## config.mk

```make
export PLATFORM = sky130hd
export DESIGN_NAME = uart_rx_loader
export DESIGN_NICKNAME = d
export VERILOG_FILES = /design/src/rtl/pinacolada_uart_pkg.sv /design/src/rtl/uart_idle_timer.sv /design/src/rtl/uart_rx_loader.sv
export SDC_FILE = /design/constraint.sdc
export NUM_CORES = 1
export LEC_CHECK = 0
export BUFFER_PORTS_ARGS = -buffer_cell sky130_fd_sc_hd__buf_2
export CAP_MARGIN = 0
export CORE_ASPECT_RATIO = 1.2
export CORE_MARGIN = 2
export CORE_UTILIZATION = 25
export CTS_BUF_LIST = sky130_fd_sc_hd__clkbuf_8
export CTS_CLUSTER_SIZE = 16
export DETAILED_ROUTE_END_ITERATION = 6
export PLACE_DENSITY = 0.43
export SYNTH_ARGS = -nofsm -noshare
export SYNTH_HDL_FRONTEND = slang
export SYNTH_SLANG_ARGS = --single-unit
```

## constraint.sdc

```tcl
create_clock -name clk -period 7.52 [get_ports clk]
set_input_delay 1.128 -clock clk [delete_from_list [all_inputs] [get_ports clk]]
set_output_delay 1.128 -clock clk [all_outputs]
set_load 0.02 [all_outputs]
```

## src/rtl/pinacolada_uart_pkg.sv

```systemverilog
`default_nettype none
// ============================================================================
// Module   : pinacolada_uart_pkg
// Purpose  : Shared state encoding, error codes and helpers for the UART
//            frame loader.
// Revision : 1.0 - initial release
// ============================================================================
package pinacolada_uart_pkg;

    localparam logic [2:0] ST_IDLE = 3'd0;
    localparam logic [2:0] ST_ADDR = 3'd1;
    localparam logic [2:0] ST_LEN  = 3'd2;
    localparam logic [2:0] ST_DATA = 3'd3;
    localparam logic [2:0] ST_CSUM = 3'd4;
    localparam logic [2:0] ST_DONE = 3'd5;

    localparam logic [1:0] ERR_NONE    = 2'd0;
    localparam logic [1:0] ERR_TIMEOUT = 2'd1;
    localparam logic [1:0] ERR_OVERRUN = 2'd2;
    localparam logic [1:0] ERR_CSUM    = 2'd3;

    localparam logic [7:0] DEFAULT_SYNC_BYTE = 8'hA5;

    // Insert a byte into lane idx of a little-endian word.
    function automatic logic [31:0] put_byte(
        input logic [31:0] word,
        input logic [1:0]  idx,
        input logic [7:0]  b
    );
        logic [31:0] r;
        r = word;
        r[{idx, 3'b000} +: 8] = b;
        return r;
    endfunction

endpackage
`default_nettype wire

```

## src/rtl/uart_idle_timer.sv

```systemverilog
`default_nettype none
// ============================================================================
// Module   : uart_idle_timer
// Purpose  : Clear/enable idle counter; expired marks the TIMEOUT_CYCLES-th
//            consecutive enabled cycle without a clear.
// Revision : 1.0 - initial release
// ============================================================================
module uart_idle_timer #(
    parameter int TIMEOUT_CYCLES = 100000,
    parameter int CNT_W          = 17
) (
    input  logic clk,
    input  logic rst,
    input  logic i_clr,
    input  logic i_en,
    output logic o_expired
);

    localparam logic [CNT_W-1:0] LAST_CNT = CNT_W'(TIMEOUT_CYCLES - 1);

    logic [CNT_W-1:0] cnt_q;
    logic [CNT_W-1:0] cnt_d;

    always_comb begin
        cnt_d = cnt_q;
        if (i_clr || !i_en) begin
            cnt_d = '0;
        end else if (cnt_q != LAST_CNT) begin
            cnt_d = cnt_q + 1'b1;
        end
    end

    always_ff @(posedge clk or posedge rst) begin
        if (rst) begin
            cnt_q <= '0;
        end else begin
            cnt_q <= cnt_d;
        end
    end

    assign o_expired = i_en && !i_clr && (cnt_q == LAST_CNT);

endmodule
`default_nettype wire

```

## src/rtl/uart_rx_loader.sv

```systemverilog
`default_nettype none
// ============================================================================
// Module   : uart_rx_loader
// Purpose  : Decodes SYNC/ADDR/LEN/payload load frames from the UART byte
//            stream and issues 32-bit little-endian memory writes.
//            Optional trailing checksum byte: UART_LOADER_CHECKSUM_EN.
// Revision : 1.0 - initial release
// ============================================================================
module uart_rx_loader
    import pinacolada_uart_pkg::*;
#(
    parameter logic [7:0] SYNC_BYTE      = DEFAULT_SYNC_BYTE,
    parameter int         TIMEOUT_CYCLES = 100000,
    parameter int         CNT_W          = 17
) (
    input  logic        clk,
    input  logic        rst,
    input  logic        rx_done,
    input  logic [7:0]  rx_byte,
    output logic        wr_valid,
    input  logic        wr_ready,
    output logic [31:0] wr_addr,
    output logic [31:0] wr_data,
    output logic        busy,
    output logic        frame_done,
    output logic        frame_err,
    output logic [1:0]  err_code
);

    logic [2:0]  state_q,     state_d;
    logic [1:0]  idx_q,       idx_d;
    logic [15:0] len_q,       len_d;
    logic [31:0] addr_q,      addr_d;
    logic [31:0] word_q,      word_d;
    logic        wr_valid_q,  wr_valid_d;
    logic [31:0] wr_addr_q,   wr_addr_d;
    logic [31:0] wr_data_q,   wr_data_d;
    logic        frame_err_q, frame_err_d;
    logic [1:0]  err_code_q,  err_code_d;
`ifdef UART_LOADER_CHECKSUM_EN
    logic [7:0]  sum_q,       sum_d;
`endif

    logic        w_timer_en;
    logic        w_expired;
    logic [31:0] w_word;

    assign w_word = put_byte(word_q, idx_q, rx_byte);

    // Inter-byte timer runs only while a frame byte is actually awaited.
    always_comb begin
        w_timer_en = 1'b0;
        case (state_q)
            ST_ADDR, ST_LEN: w_timer_en = 1'b1;
            ST_DATA:         w_timer_en = (len_q != 16'd0);
            ST_CSUM:         w_timer_en = !idx_q[0];
            default:         w_timer_en = 1'b0;
        endcase
    end

    uart_idle_timer #(
        .TIMEOUT_CYCLES (TIMEOUT_CYCLES),
        .CNT_W          (CNT_W)
    ) u_idle_timer (
        .clk       (clk),
        .rst       (rst),
        .i_clr     (rx_done),
        .i_en      (w_timer_en),
        .o_expired (w_expired)
    );

    always_comb begin
        state_d     = state_q;
        idx_d       = idx_q;
        len_d       = len_q;
        addr_d      = addr_q;
        word_d      = word_q;
        wr_valid_d  = wr_valid_q && !wr_ready;
        wr_addr_d   = wr_addr_q;
        wr_data_d   = wr_data_q;
        frame_err_d = 1'b0;
        err_code_d  = err_code_q;
`ifdef UART_LOADER_CHECKSUM_EN
        sum_d       = sum_q;
`endif

        case (state_q)
            ST_IDLE: begin
                // A SYNC byte arriving while the abort pulse is high is ignored.
                if (rx_done && (rx_byte == SYNC_BYTE) && !frame_err_q) begin
                    state_d = ST_ADDR;
                    idx_d   = 2'd0;
                    len_d   = 16'd0;
                    addr_d  = 32'd0;
                    word_d  = 32'd0;
`ifdef UART_LOADER_CHECKSUM_EN
                    sum_d   = 8'd0;
`endif
                end
            end

            ST_ADDR: begin
                if (rx_done) begin
                    addr_d = put_byte(addr_q, idx_q, rx_byte);
                    idx_d  = idx_q + 2'd1;
`ifdef UART_LOADER_CHECKSUM_EN
                    sum_d  = sum_q + rx_byte;
`endif
                    if (idx_q == 2'd3) begin
                        state_d = ST_LEN;
                    end
                end
            end

            ST_LEN: begin
                if (rx_done) begin
`ifdef UART_LOADER_CHECKSUM_EN
                    sum_d = sum_q + rx_byte;
`endif
                    if (idx_q[0]) begin
                        len_d = {rx_byte, len_q[7:0]};
                        idx_d = 2'd0;
                        if ({rx_byte, len_q[7:0]} == 16'd0) begin
`ifdef UART_LOADER_CHECKSUM_EN
                            state_d = ST_CSUM;
`else
                            state_d = ST_DONE;
`endif
                        end else begin
                            state_d = ST_DATA;
                        end
                    end else begin
                        len_d = {8'h00, rx_byte};
                        idx_d = 2'd1;
                    end
                end
            end

            ST_DATA: begin
                if (len_q == 16'd0) begin
                    // Payload complete; hold until the final write is taken.
                    if (!wr_valid_d) begin
                        state_d = ST_DONE;
                    end
                end else if (rx_done) begin
                    word_d = w_word;
                    idx_d  = idx_q + 2'd1;
`ifdef UART_LOADER_CHECKSUM_EN
                    sum_d  = sum_q + rx_byte;
`endif
                    if (idx_q == 2'd3) begin
                        if (wr_valid_q && !wr_ready) begin
                            state_d     = ST_IDLE;
                            wr_valid_d  = 1'b0;
                            frame_err_d = 1'b1;
                            err_code_d  = ERR_OVERRUN;
                        end else begin
                            wr_valid_d = 1'b1;
                            wr_addr_d  = addr_q;
                            wr_data_d  = w_word;
                            addr_d     = addr_q + 32'd4;
                            len_d      = len_q - 16'd1;
`ifdef UART_LOADER_CHECKSUM_EN
                            if (len_q == 16'd1) begin
                                state_d = ST_CSUM;
                                idx_d   = 2'd0;
                            end
`endif
                        end
                    end
                end
            end

            ST_CSUM: begin
`ifdef UART_LOADER_CHECKSUM_EN
                // idx_q[0] marks a matching CSUM already received.
                if (idx_q[0]) begin
                    if (!wr_valid_d) begin
                        state_d = ST_DONE;
                    end
                end else if (rx_done) begin
                    if (rx_byte != sum_q) begin
                        state_d     = ST_IDLE;
                        wr_valid_d  = 1'b0;
                        frame_err_d = 1'b1;
                        err_code_d  = ERR_CSUM;
                    end else if (!wr_valid_d) begin
                        state_d = ST_DONE;
                    end else begin
                        idx_d = 2'd1;
                    end
                end
`else
                state_d = ST_IDLE;
`endif
            end

            ST_DONE: begin
                state_d = ST_IDLE;
            end

            default: begin
                state_d = ST_IDLE;
            end
        endcase

        if (w_expired) begin
            state_d     = ST_IDLE;
            wr_valid_d  = 1'b0;
            frame_err_d = 1'b1;
            err_code_d  = ERR_TIMEOUT;
        end
    end

    always_ff @(posedge clk or posedge rst) begin
        if (rst) begin
            state_q     <= ST_IDLE;
            idx_q       <= 2'd0;
            len_q       <= 16'd0;
            addr_q      <= 32'd0;
            word_q      <= 32'd0;
            wr_valid_q  <= 1'b0;
            wr_addr_q   <= 32'd0;
            wr_data_q   <= 32'd0;
            frame_err_q <= 1'b0;
            err_code_q  <= ERR_NONE;
`ifdef UART_LOADER_CHECKSUM_EN
            sum_q       <= 8'd0;
`endif
        end else begin
            state_q     <= state_d;
            idx_q       <= idx_d;
            len_q       <= len_d;
            addr_q      <= addr_d;
            word_q      <= word_d;
            wr_valid_q  <= wr_valid_d;
            wr_addr_q   <= wr_addr_d;
            wr_data_q   <= wr_data_d;
            frame_err_q <= frame_err_d;
            err_code_q  <= err_code_d;
`ifdef UART_LOADER_CHECKSUM_EN
            sum_q       <= sum_d;
`endif
        end
    end

    assign wr_valid   = wr_valid_q;
    assign wr_addr    = wr_addr_q;
    assign wr_data    = wr_data_q;
    assign busy       = (state_q != ST_IDLE);
    assign frame_done = (state_q == ST_DONE);
    assign frame_err  = frame_err_q;
    assign err_code   = err_code_q;

endmodule
`default_nettype wire

```

## Word level (Yosys, flattened, before mapping)

Index checks and enable logic that the tools add are counted.

| storage, ports and cells | value |
|---|---|
| bits in registers | 170 |
| bits of input ports | 12 |
| output and inout port bits | 70 |
| word-level logic and storage cells | 142 |

| operators by class | value |
|---|---|
| add/subtract/negate cells | 5 |
| equal/unequal tests | 27 |
| shifts and indexed selects | 2 |
| multiplexer cells | 60 |
| bitwise operators | 2 |
| reduce and logical (&&, ||, !) cells | 34 |

Operators by type and width:

| operator | number |
|---|---|
| 32-bit 2-to-1 mux | 8 |
| 16-bit 2-to-1 mux | 7 |
| 32-bit case mux with 3 select lines | 1 |
| 32-bit bitwise mux | 2 |
| 32-bit case mux with 2 select lines | 1 |
| 16-bit case mux with 3 select lines | 1 |
| 3-bit 2-to-1 mux | 12 |
| 17-bit 2-to-1 mux | 2 |
| 32-bit by 3-bit adder with 32-bit output (second input constant) | 1 |
| 16-bit zero test | 2 |
| 8-bit by 7-bit variable shift with 32-bit output (first input constant) | 1 |
| 8-bit by 7-bit indexed part select with 32-bit output | 1 |
| 2-bit 2-to-1 mux | 10 |
| 17-bit by 1-bit adder with 17-bit output (second input constant) | 1 |
| 17-bit equality test (second input constant) | 1 |
| 17-bit inequality test (second input constant) | 1 |
| 2-bit inequality test (second input constant) | 8 |
| 4-bit by 3-bit inequality test with 1-bit output (second input constant) | 4 |
| 16-bit nonzero test | 1 |
| 16-bit by 1-bit subtractor with 16-bit output (second input constant) | 1 |
| 3-bit by 2-bit inequality test with 1-bit output (second input constant) | 5 |
| 7-bit AND reduction | 2 |
| 1-bit 2-to-1 mux | 13 |
| 3-bit case mux with 4 select lines | 1 |
| other kinds (23) | 43 |

## Depth between registers and ports, before layout

Gate-level depths: netlist of the first run.

| depth | value |
|---|---|
| word-level depth | 8 |
| gate-level depth with buffers | 10 |
| gate-level depth less buffers | 7 |

## Cells and area by module

Synthesis of the first run repeated with hierarchy kept, for this count alone.

| second synthesis, totals | value |
|---|---|
| cell total of the unflattened synthesis | 938 |
| area, all modules | 9135.0 µm² |

Modules (own cells, without submodules):

| module | instances | cells an instance | area an instance (µm²) |
|---|---|---|---|
| uart_rx_loader | 1 | 842 | 8220.4 |
| uart_idle_timer | 1 | 96 | 914.6 |

## Least setup slack after synthesis of the first run

OpenSTA, ideal clock, no wires.

| path | value |
|---|---|
| kind | input -> register |
| start | input port rx_byte[1] |
| end | register len_q[2] |
| setup time | 0.124 ns |
| arrival time | 2.974 ns |
| data required time | 7.396 ns |
| slack | 4.422 ns |
| cell stages on the path | 6 |
| path buffers | 1 |
| path through | or4_4 o41ai_4 o211ai_2 or3_1 buf_2 a211o_1 |

| between the ends | value |
|---|---|
| cells in the longest elaborated chain, start to end | 5 |

Ends and longest elaborated chain:

| element | line | RTL |
|---|---|---|
| from (decl) | uart_rx_loader.sv:19 | `input logic [7:0] rx_byte,` |
| 8-bit equality test | uart_rx_loader.sv:90 | `if (rx_done && (rx_byte == SYNC_BYTE) && !frame_err_q) begin` |
| 1-bit logical AND (2 in a row) | uart_rx_loader.sv:90 |  |
| 2-bit inequality test (no source line) | n/a |  |
| 8-bit AND reduction (no source line) | n/a |  |
| to (signal assigned) | uart_rx_loader.sv:233 | `len_q <= len_d;` |
| to (decl) | uart_rx_loader.sv:32 | `logic [15:0] len_q, len_d;` |

Every way passes these cells.
A chain may end at the register's enable or synchronous reset.

## Worst setup path in the final report of the first run

| path | value |
|---|---|
| start | register len_q[12] |
| end | register wr_addr_q[18] (netlist: wr_addr[18]) |

| between the ends | value |
|---|---|
| cells in the longest elaborated chain, start to end | 3 |

Ends and longest elaborated chain:

| element | line | RTL |
|---|---|---|
| 16-bit zero test | uart_rx_loader.sv:140 | `if (len_q == 16'd0) begin` |
| 1-bit inverter (no source line) | n/a |  |
| 5-bit AND reduction (no source line) | n/a |  |
| to (signal assigned) | uart_rx_loader.sv:237 | `wr_addr_q <= wr_addr_d;` |
| to (decl) | uart_rx_loader.sv:36 | `logic [31:0] wr_addr_q, wr_addr_d;` |

Every way passes these cells.

==> metrics.md, run 1 <==
| Metric | Value |
|---|---|
| TritonRoute pass-1 iters | `7` |
| Endpoint arrival time on the critical path | `4100 ps` |
| Syn Area/Cell | `9.291 um2` |
| Fill count | `3894` |
| Kind of cell adding the most delay to the critical path | `simple AND/OR/NAND/NOR gates` |
| Vias in the first global route | `7730` |
| Cell taking the most area after synthesis | `dfrtp_1` |
| CP max stage cell | `buf_4` |
| # DRC | `0` |
| Vert. Die Dim | `213.3 um` |
| Number of antenna violations at the first check in global routing | `1` |
| Post-synthesis share of cell area spent on full adders, half adders and majority gates | `0.01509` |
| Reg2reg end | `wr_addr[18]$_DFFE_PP0P_` |
| Beginning of the worst hold path | `wr_addr[29]$_DFFE_PP0P_` |
| Leak Pwr | `4.428 nW` |
| Peak ir drop on the vdd network | `0.0001211 V` |
| Area Growth Syn to Fin | `13.62%` |
| Number of placed I/O pins | `82` |
| Buffer count from post-CTS setup fixing | `0` |
| Syn nets | `1005` |
| Final non-filler cell total | `1496` |
| Most frequent cell after synthesis | `dfrtp_1` |
| Final sum of negative setup slack | `0 ps` |
| Total net switching power | `1.727 mW` |
| Number of CTS-inserted buffers | `17` |
| CTS resizes | `0` |
| Pin count of the biggest net entering global routing | `88` |
| Final count of pins violating max slew | `0` |
| Flip-flop and latch count after synthesis | `170` |
| CTS root buf | `clkbuf_8` |
| Number of distinct library cell variants in the gate-level netlist after synthesis | `65` |
| Main combinational cell family by area after synthesis | `compound AO/OA/AOI/OAI gates` |
| CTS HTree Levels | `4` |
| Startpoint-to-endpoint class of the critical path | `flip-flop to flip-flop` |
| Compound-Gate Fraction of Synth Area | `0.2404` |
| Area enclosed by the die boundary | `38050 um2` |
| Met3 Use GR | `0.02956` |
| Wire length after detailed routing | `29810 um` |
| Clock Skew | `16.02 ps` |
| First-pass GRT wire length | `46450 um` |
| Mean routed wirelength per cell | `19.93 um` |
| Reg2reg setup slack | `3800 ps` |
| Synth top area share | `0.4663` |
| Part of the Yosys area used for sequential elements | `0.4663` |
| Endpoint of the worst hold path | `wr_addr[29]$_DFFE_PP0P_` |
| Leading cell types by total area after synthesis | `dfrtp_1, a21oi_1, nand2_1, clkbuf_1, o21ai_0` |
| Switching share of total power | `0.4446` |
| Core Box Area | `35940 um2` |
| Count of antenna-violating nets left after detailed routing | `0` |
| Die extent in x | `178.4 um` |
| Number of vias per cell | `5.271` |
| Number of warning messages in the yosys log | `0` |
| Mux share of post-synthesis cell area | `0.03593` |
| TritonCTS clock tree | `yes` |
| Nets | `1037` |
| Fmax | `268.7 MHz` |
| Number of buffers between clock root and the deepest sink | `2` |
| Number of clock sinks | `170` |
| Post-synthesis share of cell area spent on and, or, nand and nor gates | `0.1773` |
| Period minus WS final | `3721 ps` |
| Starting density of the core | `0.2538` |
| Cell count after synthesis | `982` |
| Cell chain of the critical path | `nor4_1 > nand4_1 > nand4_1 > buf_4 > buf_4 > mux2_2` |
| Cells after DPL | `1463` |
| Clock group share of total power | `0.178` |
| Prevailing post-synth register cell | `dfrtp_1` |
| Final weighted congestion of routability-driven global placement | `0.8028` |
| Areal power density over the cells | `374.7 nW/um2` |
| Clock latency on the worst-skew pair | `500 ps` |
| Final Util | `0.2884` |
| Combinational group share of total power | `0.428` |
| Relative contribution of sequential cells to total power | `0.394` |
| Count of hold-fix buffers inserted at cts | `0` |
| Maximum fanout along the worst path | `87` |
| Post-Synthesis Cell Area | `9124 um2` |
| Kind of start point of the critical path | `flip-flop` |
| Result of the run | `complete, no violations` |
| Crit share post-route | `0.4948` |
| Fraction of final layout cells sized beyond drive strength 1 | `0.1616` |
| Count of buffering cells on the critical path with inverters included | `2` |
| Depth of the worst register-to-register path | `6` |
| Setup repair after global routing missed its margin | `false` |
| Share of flip-flops with an asynchronous set or reset | `1.000` |
| First DRT Iteration DRCs | `579` |
| Hold Path Class | `flip-flop to flip-flop` |
| Met1 track demand over resource | `0.2093` |
| Worst endpoint required time | `7900 ps` |
| Headroom to the max-slew limit | `0.3067` |
| R2R Path Start | `len_q[12]$_DFFE_PP0P_` |
| Post-synthesis xor/xnor area fraction | `0.01344` |
| Number of enable-type register cells in the synthesized netlist | `0` |
| Via Count | `7885` |
| Final Hold Vio Count | `0` |
| Final Total Pwr | `3.884 mW` |
| Setup violators final | `0` |
| Post-synth top cells | `dfrtp_1, a21oi_1, nand2_1` |
| CP max stage delay | `750 ps` |
| Capturing element type of the critical path | `flip-flop` |
| Global routing's busiest layer | `met2` |
| All-layer global routing usage | `0.1609` |
| Post-detailed-placement half-perimeter wirelength | `19810 um` |
| Cell row count | `76` |
| Internal power | `2.157 mW` |
| Worst-margin pin slew | `1030 ps` |
| Maxcap violations | `0` |
| Hold Path Depth | `2` |
| Clock transition at the register clock pins on the worst setup and hold paths after CTS | `100 ps` |
| Count of buffers from port buffering | `81` |
| Global routing met2 resource utilization | `0.2576` |
| GRT Residual Overflow | `0` |
## final cells by class
cell class	instances	area (um2)	area share
clock buffer	19	261.5	0.02523
clock inverter	13	141.4	0.01364
multi-input combinational	688	4439	0.4282
sequential	170	4255	0.4105
timing repair buffer	97	525.5	0.05069
tap	468	585.6	0.05649
antenna	1	2.502	0.0002414
inverter	40	155.1	0.01497
## cells by family after synthesis
family,after synthesis
AO/OA/AOI/OAI,322
flip-flops,170
adder cells (fa/ha/maj),11
XOR/XNOR,14
multiplexers,30
buffers and inverters,124
AND/OR/NAND/NOR,311
## power groups by stage
stage	Sequential (mW)	Combinational (mW)	Clock, mW
2_1_floorplan	1.63	1.03	0
3_3_place_gp	1.55	1.67	0
3_5_place_dp	1.56	1.67	0
4_1_cts	1.54	1.68	0.722
5_1_grt	1.59	1.84	0.756
6_report	1.53	1.66	0.690
## metrics by stage
stage / area (um2) / worst slack (ps) / hold WS [ps]
final: 10370 / 3799 / 475.9
after global routing: 10370 / 3586 / 503.4
after CTS: 10360 / 3831 / 486.1
after detailed placement: 9961 / 3861 / 464.0
after global placement: 9961 / 3901 / 455.3
after floorplan: 9124 / 1789 / 452.3
## state kept, by name, indices dropped and copies added, names as in the netlist, 3 cells and up
register            count
word_q                 32
u_idle_timer.cnt_q     17
len_q                  16
addr_q                 32
state_q                 3
wr_addr                32
wr_data                32
## cell usage in the layout (no fill, tap or decap), drive strengths merged, types with 16 or more instances in the layout
| cell | netlist | routed |
|---|---|---|
| nand2b | 34 | 34 |
| inv | 38 | 41 |
| nand3 | 24 | 24 |
| nand2 | 81 | 81 |
| dfrtp | 170 | 170 |
| o31ai | 24 | 24 |
| buf | 12 | 97 |
| o21ai | 54 | 54 |
| a21oi | 91 | 91 |
| a32o | 24 | 24 |
| clkbuf | 72 | 19 |
| nor2 | 51 | 51 |
| mux2 | 22 | 22 |
| nor3 | 28 | 28 |
| a21o | 19 | 19 |
| a221oi | 20 | 20 |
| nor4 | 16 | 16 |
## how the worst max path moves through the flow
| stage | from | endpoint | slack (ps) | depth (start not counted) |
|---|---|---|---|---|
| 6_report | len_q[12]$_DFFE_PP0P_ | wr_addr[18]$_DFFE_PP0P_ | 3800 | 6 |
| 2_1_floorplan | rst | addr_q[0]$_DFFE_PP0P_ | 1790 | 1 |
| 4_1_cts | len_q[12]$_DFFE_PP0P_ | wr_addr[18]$_DFFE_PP0P_ | 3830 | 6 |
| 5_1_grt | len_q[12]$_DFFE_PP0P_ | wr_addr[19]$_DFFE_PP0P_ | 3590 | 6 |
| 3_3_place_gp | len_q[12]$_DFFE_PP0P_ | wr_addr[18]$_DFFE_PP0P_ | 3900 | 6 |
| 3_5_place_dp | rx_byte[1] | len_q[2]$_DFFE_PP0P_ | 3860 | 7 |
## layer usage
metal | up-vias | part of all wire
met3 | 54 | 0.041
met5 | - | 0
li1 | 3704 | -
met1 | 3911 | 0.44
met4 | 0 | 0.039
met2 | 216 | 0.48
## worst register-to-register path, cell delays in order, from the launching register on
cell     delay [ps]
dfrtp_1         420
nor4_1          710
nand4_1         640
nand4_1         290
buf_4           330
buf_4           760
mux2_2          450
(Power assumes the default switching activity.)
==> run 2, diff against run 1 <==
==> constraint.sdc (replaced) <==
create_clock -name clk -period 3.7 [get_ports clk]
set_input_delay 0.555 -clock clk [delete_from_list [all_inputs] [get_ports clk]]
set_output_delay 0.555 -clock clk [all_outputs]
set_load 0.02 [all_outputs]
==> run 2 against run 1 <==
Against the previous run: clock power up 100%; final cell count rose by 0.94%; utilization rose by 0.45 points; clock-buffer cell count decreased by 1; die area unchanged; highest routed layer unchanged; worst hold slack worse by 330 ps; combinational power up 110%; power rose by 100%; design area up 1.6%.
==> metrics.md, run 2 (synthesis gave the netlist of run 1 again) <==
| Metric | Value |
|---|---|
| Hold Path Class | `input port to async pin (was flip-flop to flip-flop)` |
| Clock Skew | `22.49 ps (was 16.02 ps)` |
| Fmax | `332.1 MHz (was 268.7 MHz)` |
| Setup slack at placement | `719.5 ps (was 3861 ps)` |
| Core Box Area | `35940 um2 (unchanged)` |
| Headroom to the max-slew limit | `0.3582 (was 0.3067)` |
| Starting density of the core | `0.2538 (unchanged)` |
| Number of buffers between clock root and the deepest sink | `2 (unchanged)` |
| Count of buffers from port buffering | `81 (unchanged)` |
| Post-detailed-placement half-perimeter wirelength | `20320 um (was 19810 um)` |
| Crit share post-route | `0.8138 (was 0.4948)` |
| First DRT Iteration DRCs | `575 (was 579)` |
| Multi-input gate area in the final layout | `4439 um2 (unchanged)` |
| Mean routed wirelength per cell | `19.78 um (was 19.93 um)` |
| Fraction of final layout cells sized beyond drive strength 1 | `0.1720 (was 0.1616)` |
| Fill count | `3921 (was 3894)` |
| Endpoint arrival time on the critical path | `3410 ps (was 4100 ps)` |
| CTS HTree Levels | `4 (unchanged)` |
| Setup repair after global routing missed its margin | `false (unchanged)` |
| Setup crit start | `len_q[0]$_DFFE_PP0P_ (was len_q[12]$_DFFE_PP0P_)` |
| Number of antenna violations at the first check in global routing | `1 (unchanged)` |
| First-pass GRT wire length | `46460 um (was 46450 um)` |
| Cell area after layout | `10530 um2 (was 10370 um2)` |
| Placement-stage cell area | `10130 um2 (was 9961 um2)` |
| Final WS setup | `689.0 ps (was 3799 ps)` |
| CTS root buf | `clkbuf_8 (unchanged)` |
| All-layer global routing usage | `0.1588 (was 0.1609)` |
| Leak Pwr | `4.520 nW (was 4.428 nW)` |
| Final sum of negative setup slack | `0 ps (unchanged)` |
| TritonRoute pass-1 iters | `5 (was 7)` |
| Vert. Die Dim | `213.3 um (unchanged)` |
| Final Hold Vio Count | `0 (unchanged)` |
| Most common cell after layout, fill and taps aside | `dfrtp_1 (unchanged)` |
| Worst endpoint required time | `4100 ps (was 7900 ps)` |
| Setup violators final | `0 (unchanged)` |
| Count of hold-fix buffers inserted at cts | `0 (unchanged)` |
| Number of CTS-inserted buffers | `17 (unchanged)` |
| CTS resizes | `0 (unchanged)` |
| Clock latency on the worst-skew pair | `480 ps (was 500 ps)` |
| TritonCTS clock tree | `yes (unchanged)` |
| Final count of pins violating max slew | `0 (unchanged)` |
| Final non-filler cell total | `1510 (was 1496)` |
| Result of the run | `complete, no violations (unchanged)` |
| Die extent in x | `178.4 um (unchanged)` |
| Reg2reg setup slack | `690 ps (was 3800 ps)` |
| Vias in the first global route | `7669 (was 7730)` |
| R2R Path Start | `len_q[0]$_DFFE_PP0P_ (was len_q[12]$_DFFE_PP0P_)` |
| Wire length after detailed routing | `29870 um (was 29810 um)` |
| Kind of start point of the critical path | `flip-flop (unchanged)` |
| Number of clock sinks | `170 (unchanged)` |
| Maxcap violations | `0 (unchanged)` |
| Most used cells in the layout excluding fill and tap cells | `dfrtp_1, a21oi_1, nand2_1, buf_2, o21ai_0 (unchanged)` |
| Maximum fanout along the worst path | `17 (was 87)` |
| Final weighted congestion of routability-driven global placement | `0.7967 (was 0.8028)` |
| Period minus WS final | `3011 ps (was 3721 ps)` |
| Count of antenna-violating nets left after detailed routing | `0 (unchanged)` |
| Number of placed I/O pins | `82 (unchanged)` |
| # DRC | `0 (unchanged)` |
| Pin count of the biggest net entering global routing | `58 (was 88)` |
| Peak ir drop on the vdd network | `0.0002585 V (was 0.0001211 V)` |
| Cell row count | `76 (unchanged)` |
| Capturing element type of the critical path | `flip-flop (unchanged)` |
| Worst-margin pin slew | `954.0 ps (was 1030 ps)` |
| Startpoint-to-endpoint class of the critical path | `flip-flop to flip-flop (unchanged)` |
| Buffer count from post-CTS setup fixing | `0 (unchanged)` |
| Areal power density over the cells | `755.4 nW/um2 (was 374.7 nW/um2)` |
| Clock transition at the register clock pins on the worst setup and hold paths after CTS | `100 ps (about the same)` |
| Via Count | `7891 (was 7885)` |
| Number of vias per cell | `5.226 (was 5.271)` |
| Area Growth Syn to Fin | `15.40% (was 13.62%)` |
| Cells after DPL | `1478 (was 1463)` |
| GRT Residual Overflow | `0 (unchanged)` |
| Register cell area after layout | `4255 um2 (unchanged)` |
| Area enclosed by the die boundary | `38050 um2 (unchanged)` |
| Nets | `1052 (was 1037)` |
run 2: worst max-delay path, cell delays in order (launching register included):
cell and delay, ps:
dfrtp_1 390, inv_1 110, ha_1 160, nor4b_1 380, nand4_1 450, and2_1 520
a21oi_1 680, a32o_1 220
run 2: worst paths after layout:
kind | cells past startpoint | to
min | 2 | wr_data[21]$_DFFE_PP0P_
min in group clk | 1 | wr_data[13]$_DFFE_PP0P_
min reg2reg | 1 | wr_data[13]$_DFFE_PP0P_
max reg2reg | 7 | word_q[29]$_DFFE_PP0P_
max in group asynchronous | 3 | wr_addr[15]$_DFFE_PP0P_
max | 7 | word_q[29]$_DFFE_PP0P_
run 2: power by group:
| group | internal, mW | total, mW | leakage [nW] | switching (mW) |
|---|---|---|---|---|
| Combinational | 1.29 | 3.43 | 2.09 | 2.15 |
| Clock | 0.622 | 1.38 | 0.199 | 0.761 |
| Sequential | 2.52 | 3.14 | 2.24 | 0.617 |
run 2: area by class of cell:
cell class,instances,share of cell area
antenna,1,0.0002377
clock buffer,18,0.02353
clock inverter,13,0.01367
inverter,40,0.01462
multi-input combinational,688,0.4216
sequential,170,0.4042
tap,468,0.05562
timing repair buffer,112,0.06655
run 2: layer usage:
metal  share of wire  global-route usage
met4           0.019             0.05411
met1            0.45              0.2142
met2            0.49              0.2595
met5               0                   0
met3           0.039             0.02315
run 2: through the flow:
stage | hold slack [ps] | power [mW] | utilization
6_report | 143.2 | 7.954 | 0.2929
5_1_grt | 134.8 | 8.533 | 0.2929
4_1_cts | 125.2 | 8.054 | 0.2929
3_5_place_dp | 461.8 | 6.633 | 0.2820
3_3_place_gp | 456.1 | 6.609 | 0.2820
2_1_floorplan | 452.3 | 5.401 | -
==> run 3, diff against run 2 <==
--- a/config.mk
+++ b/config.mk
@@ -5,6 +5,7 @@
 export SDC_FILE = /design/constraint.sdc
 export NUM_CORES = 1
 export LEC_CHECK = 0
+export ABC_AREA = 1
 export BUFFER_PORTS_ARGS = -buffer_cell sky130_fd_sc_hd__buf_2
 export CAP_MARGIN = 0
 export CORE_ASPECT_RATIO = 1.2
==> constraint.sdc (replaced) <==
create_clock -name clk -period 2.8 [get_ports clk]
set_input_delay 0.42 -clock clk [delete_from_list [all_inputs] [get_ports clk]]
set_output_delay 0.42 -clock clk [all_outputs]
set_load 0.02 [all_outputs]
==> run 3 against run 2 <==
Against the previous run: first-iteration DRC count is 29% lower; sequential share of layout area is 1.0 points lower; via count increased by 8.6%; critical path depth grew 1; sequential power up 22%; final cell count is 20% higher; critical path type unchanged; non-clock buffer count down 3; worst setup slack worse by 330 ps; power rose by 39%; wire length increased by 2.7%; clock-buffer cell count up 1; combinational power is 54% higher.
==> metrics.md, run 3 <==
| Metric | Value |
|---|---|
| Number of buffers between clock root and the deepest sink | `2 (unchanged)` |
| Maximum fanout along the worst path | `9 (was 17)` |
| Final Hold Vio Count | `0 (unchanged)` |
| Setup violators final | `0 (unchanged)` |
| First-pass GRT wire length | `49470 um (was 46460 um)` |
| Setup repair after global routing missed its margin | `false (unchanged)` |
| Clock Skew | `22.71 ps (was 22.49 ps)` |
| # DRC | `0 (unchanged)` |
| Capturing element type of the critical path | `flip-flop (unchanged)` |
| Cell taking the most area after synthesis | `dfrtp_1 (unchanged)` |
| Fraction of final layout cells sized beyond drive strength 1 | `0.1213 (was 0.1720)` |
| Areal power density over the cells | `1022 nW/um2 (was 755.4 nW/um2)` |
| Number of antenna violations at the first check in global routing | `0 (was 1)` |
| Number of vias per cell | `4.712 (was 5.226)` |
| Fill count | `4058 (was 3921)` |
| Starting density of the core | `0.2529 (was 0.2538)` |
| CTS resizes | `0 (unchanged)` |
| Final weighted congestion of routability-driven global placement | `0.8707 (was 0.7967)` |
| Maxcap violations | `0 (unchanged)` |
| Kind of start point of the critical path | `flip-flop (unchanged)` |
| Startpoint-to-endpoint class of the critical path | `flip-flop to flip-flop (unchanged)` |
| Number of clock sinks | `170 (unchanged)` |
| Share of flip-flops with an asynchronous set or reset | `1.000 (unchanged)` |
| Syn nets | `1269 (was 1005)` |
| Cell count after synthesis | `1246 (was 982)` |
| Via Count | `8567 (was 7891)` |
| Placement-stage cell area | `10370 um2 (was 10130 um2)` |
| Worst endpoint required time | `3210 ps (was 4100 ps)` |
| Fmax | `410.3 MHz (was 332.1 MHz)` |
| Part of the Yosys area used for sequential elements | `0.4583 (was 0.4663)` |
| Die extent in x | `179.9 um (was 178.4 um)` |
| Final sum of negative setup slack | `0 ps (unchanged)` |
| Endpoint arrival time on the critical path | `2850 ps (was 3410 ps)` |
| All-layer global routing usage | `0.1639 (was 0.1588)` |
| TritonCTS clock tree | `yes (unchanged)` |
| Cell area after layout | `10800 um2 (was 10530 um2)` |
| Post-detailed-placement half-perimeter wirelength | `23230 um (was 20320 um)` |
| Count of antenna-violating nets left after detailed routing | `0 (unchanged)` |
| Number of placed I/O pins | `82 (unchanged)` |
| Period minus WS final | `2437 ps (was 3011 ps)` |
| First DRT Iteration DRCs | `408 (was 575)` |
| Final count of pins violating max slew | `0 (unchanged)` |
| Number of enable-type register cells in the synthesized netlist | `0 (unchanged)` |
| Mean routed wirelength per cell | `16.87 um (was 19.78 um)` |
| Number of distinct library cell variants in the gate-level netlist after synthesis | `42 (was 65)` |
| Most used cells in the layout excluding fill and tap cells | `nand2_1, dfrtp_1, o21ai_0 (was dfrtp_1, a21oi_1, nand2_1, buf_2, o21ai_0)` |
| Core Box Area | `36710 um2 (was 35940 um2)` |
| Post-synth top cells | `nand2_1, dfrtp_1, nor2_1, o21ai_0, inv_1 (was dfrtp_1, a21oi_1, nand2_1)` |
| Count of buffering cells on the critical path with inverters included | `1 (unchanged)` |
| Leak Pwr | `4.920 nW (was 4.520 nW)` |
| Pin count of the biggest net entering global routing | `61 (was 58)` |
| CP max stage delay | `520 ps (was 680 ps)` |
| Kind of cell adding the most delay to the critical path | `simple AND/OR/NAND/NOR gates (unchanged)` |
| Prevailing post-synth register cell | `dfrtp_1 (unchanged)` |
| Leading cell types by total area after synthesis | `dfrtp_1, nand2_1, o21ai_0, nand3_1, nor2_1 (was dfrtp_1, a21oi_1, nand2_1, clkbuf_1, o21ai_0)` |
| Nets | `1354 (was 1052)` |
| CTS HTree Levels | `4 (unchanged)` |
| Count of buffers from port buffering | `81 (unchanged)` |
| Syn Area/Cell | `7.450 um2 (was 9.291 um2)` |
| Worst-margin pin slew | `655.8 ps (was 954.0 ps)` |
| Crit share post-route | `0.8705 (was 0.8138)` |
| Headroom to the max-slew limit | `0.5619 (was 0.3582)` |
| Hold Path Class | `input port to flip-flop (was input port to async pin)` |
| Clock latency on the worst-skew pair | `500 ps (was 480 ps)` |
| Most common cell after layout, fill and taps aside | `nand2_1 (was dfrtp_1)` |
| Clock transition at the register clock pins on the worst setup and hold paths after CTS | `100 ps (about the same)` |
| Vert. Die Dim | `215.1 um (was 213.3 um)` |
| Most frequent CP cell | `o21ai_0` |
| Flip-flop and latch count after synthesis | `170 (unchanged)` |
| Vias in the first global route | `8581 (was 7669)` |
| Cell row count | `77 (was 76)` |
| Wire length after detailed routing | `30660 um (was 29870 um)` |
| Result of the run | `complete, no violations (unchanged)` |
| Number of warning messages in the yosys log | `0 (unchanged)` |
| Synth top area share | `0.4583 (was 0.4663)` |
| Cell chain of the critical path | `clkinv_1 > ha_1 > nand3_1 > nor2_1 > a21oi_1 > o21ai_0 > nand2_1 > o21ai_0 (was inv_1 > ha_1 > nor4b_1 > nand4_1 > and2_1 > a21oi_1 > a32o_1)` |
| TritonRoute pass-1 iters | `5 (unchanged)` |
| Area enclosed by the die boundary | `38690 um2 (was 38050 um2)` |
| Area Growth Syn to Fin | `16.32% (was 15.40%)` |
| Post-Synthesis Cell Area | `9283 um2 (was 9124 um2)` |
| CTS root buf | `clkbuf_8 (unchanged)` |
| Number of CTS-inserted buffers | `17 (unchanged)` |
| Peak ir drop on the vdd network | `0.0003863 V (was 0.0002585 V)` |
| Buffer count from post-CTS setup fixing | `0 (unchanged)` |
| Most frequent cell after synthesis | `nand2_1 (was dfrtp_1)` |
| GRT Residual Overflow | `0 (unchanged)` |
| Number of diodes | `0 (was 1)` |
| CP max stage cell | `dfrtp_1 (was a21oi_1)` |
| Final Total Pwr | `11.04 mW (was 7.954 mW)` |
## run 3: per-layer routing
| metal | up-vias | part of all wire | global-route usage |
|---|---|---|---|
| met5 | - | 0 | 0 |
| met4 | 0 | 0.026 | 0.05881 |
| met3 | 41 | 0.039 | 0.03067 |
| met2 | 180 | 0.49 | 0.2756 |
| met1 | 4094 | 0.44 | 0.2098 |
| li1 | 4252 | - | - |
## run 3: path summary, 6_finish.rpt
kind,from,endpoint,slack [ps],depth (start not counted)
max in group asynchronous,rst,wr_addr[3]$_DFFE_PP0P_,1380,5
setup / recovery,idx_q[0]$_DFFE_PP0P_,addr_q[18]$_DFFE_PP0P_,360,8
hold / removal,rx_done,err_code[0]$_DFFE_PP0P_,340,4
min in group asynchronous,rst,wr_data[27]$_DFFE_PP0P_,550,3
setup reg to reg,idx_q[0]$_DFFE_PP0P_,addr_q[18]$_DFFE_PP0P_,360,8
hold reg to reg,wr_addr[23]$_DFFE_PP0P_,wr_addr[23]$_DFFE_PP0P_,480,1
## run 3: where the power goes
group / internal, mW / switching (mW)
combinational: 1.66 / 3.63
sequential: 3.25 / 0.581
clock: 0.864 / 1.05
total: 5.78 / 5.26
## run 3: tightest hold or removal path: cells and delay by family
family,cells,cell delay (ps)
buffers and inverters,1,150
AND/OR/NAND/NOR,3,250
## run 3: area by class of cell
cell class,count,area [um2],share of cell area
clock buffer,19,261.5,0.02422
clock inverter,13,155.1,0.01437
inverter,116,439.2,0.04067
multi-input combinational,917,4389,0.4065
sequential,170,4254,0.3940
tap,474,593.1,0.05492
timing repair buffer,109,705.7,0.06535
## run 3: what timing repair did
| action | 4_1_cts | 5_1_grt |
|---|---|---|
| hold buffers | 1 | 0 |
| endpoints found under the setup margin | 0 | 0 |
| endpoints found under the hold margin | 21 | 0 |
## run 3: through the flow
stage / utilization / std cells / setup slack, ps / hold slack (ps)
3_3_place_gp: 0.2825 / 1785 / 485.4 / 456.8
3_5_place_dp: 0.2825 / 1785 / 411.2 / 463.3
5_1_grt: 0.2942 / 1818 / 158.5 / 361.8
4_1_cts: 0.2942 / 1818 / 381.4 / 317.0
6_report: 0.2942 / 1818 / 362.6 / 340.6
2_1_floorplan: - / 1246 / 211.3 / 442.2
## run 3: cells by family after synthesis
logic type,share of synthesized area
xor gates and xnor gates,0.003775
and+or+nand+nor,0.2808
adders and majority gates,0.01483
AOI/OAI and AO/OA,0.1630
DFF,0.4583
muxes,0.009704
buffers and inverters,0.06969
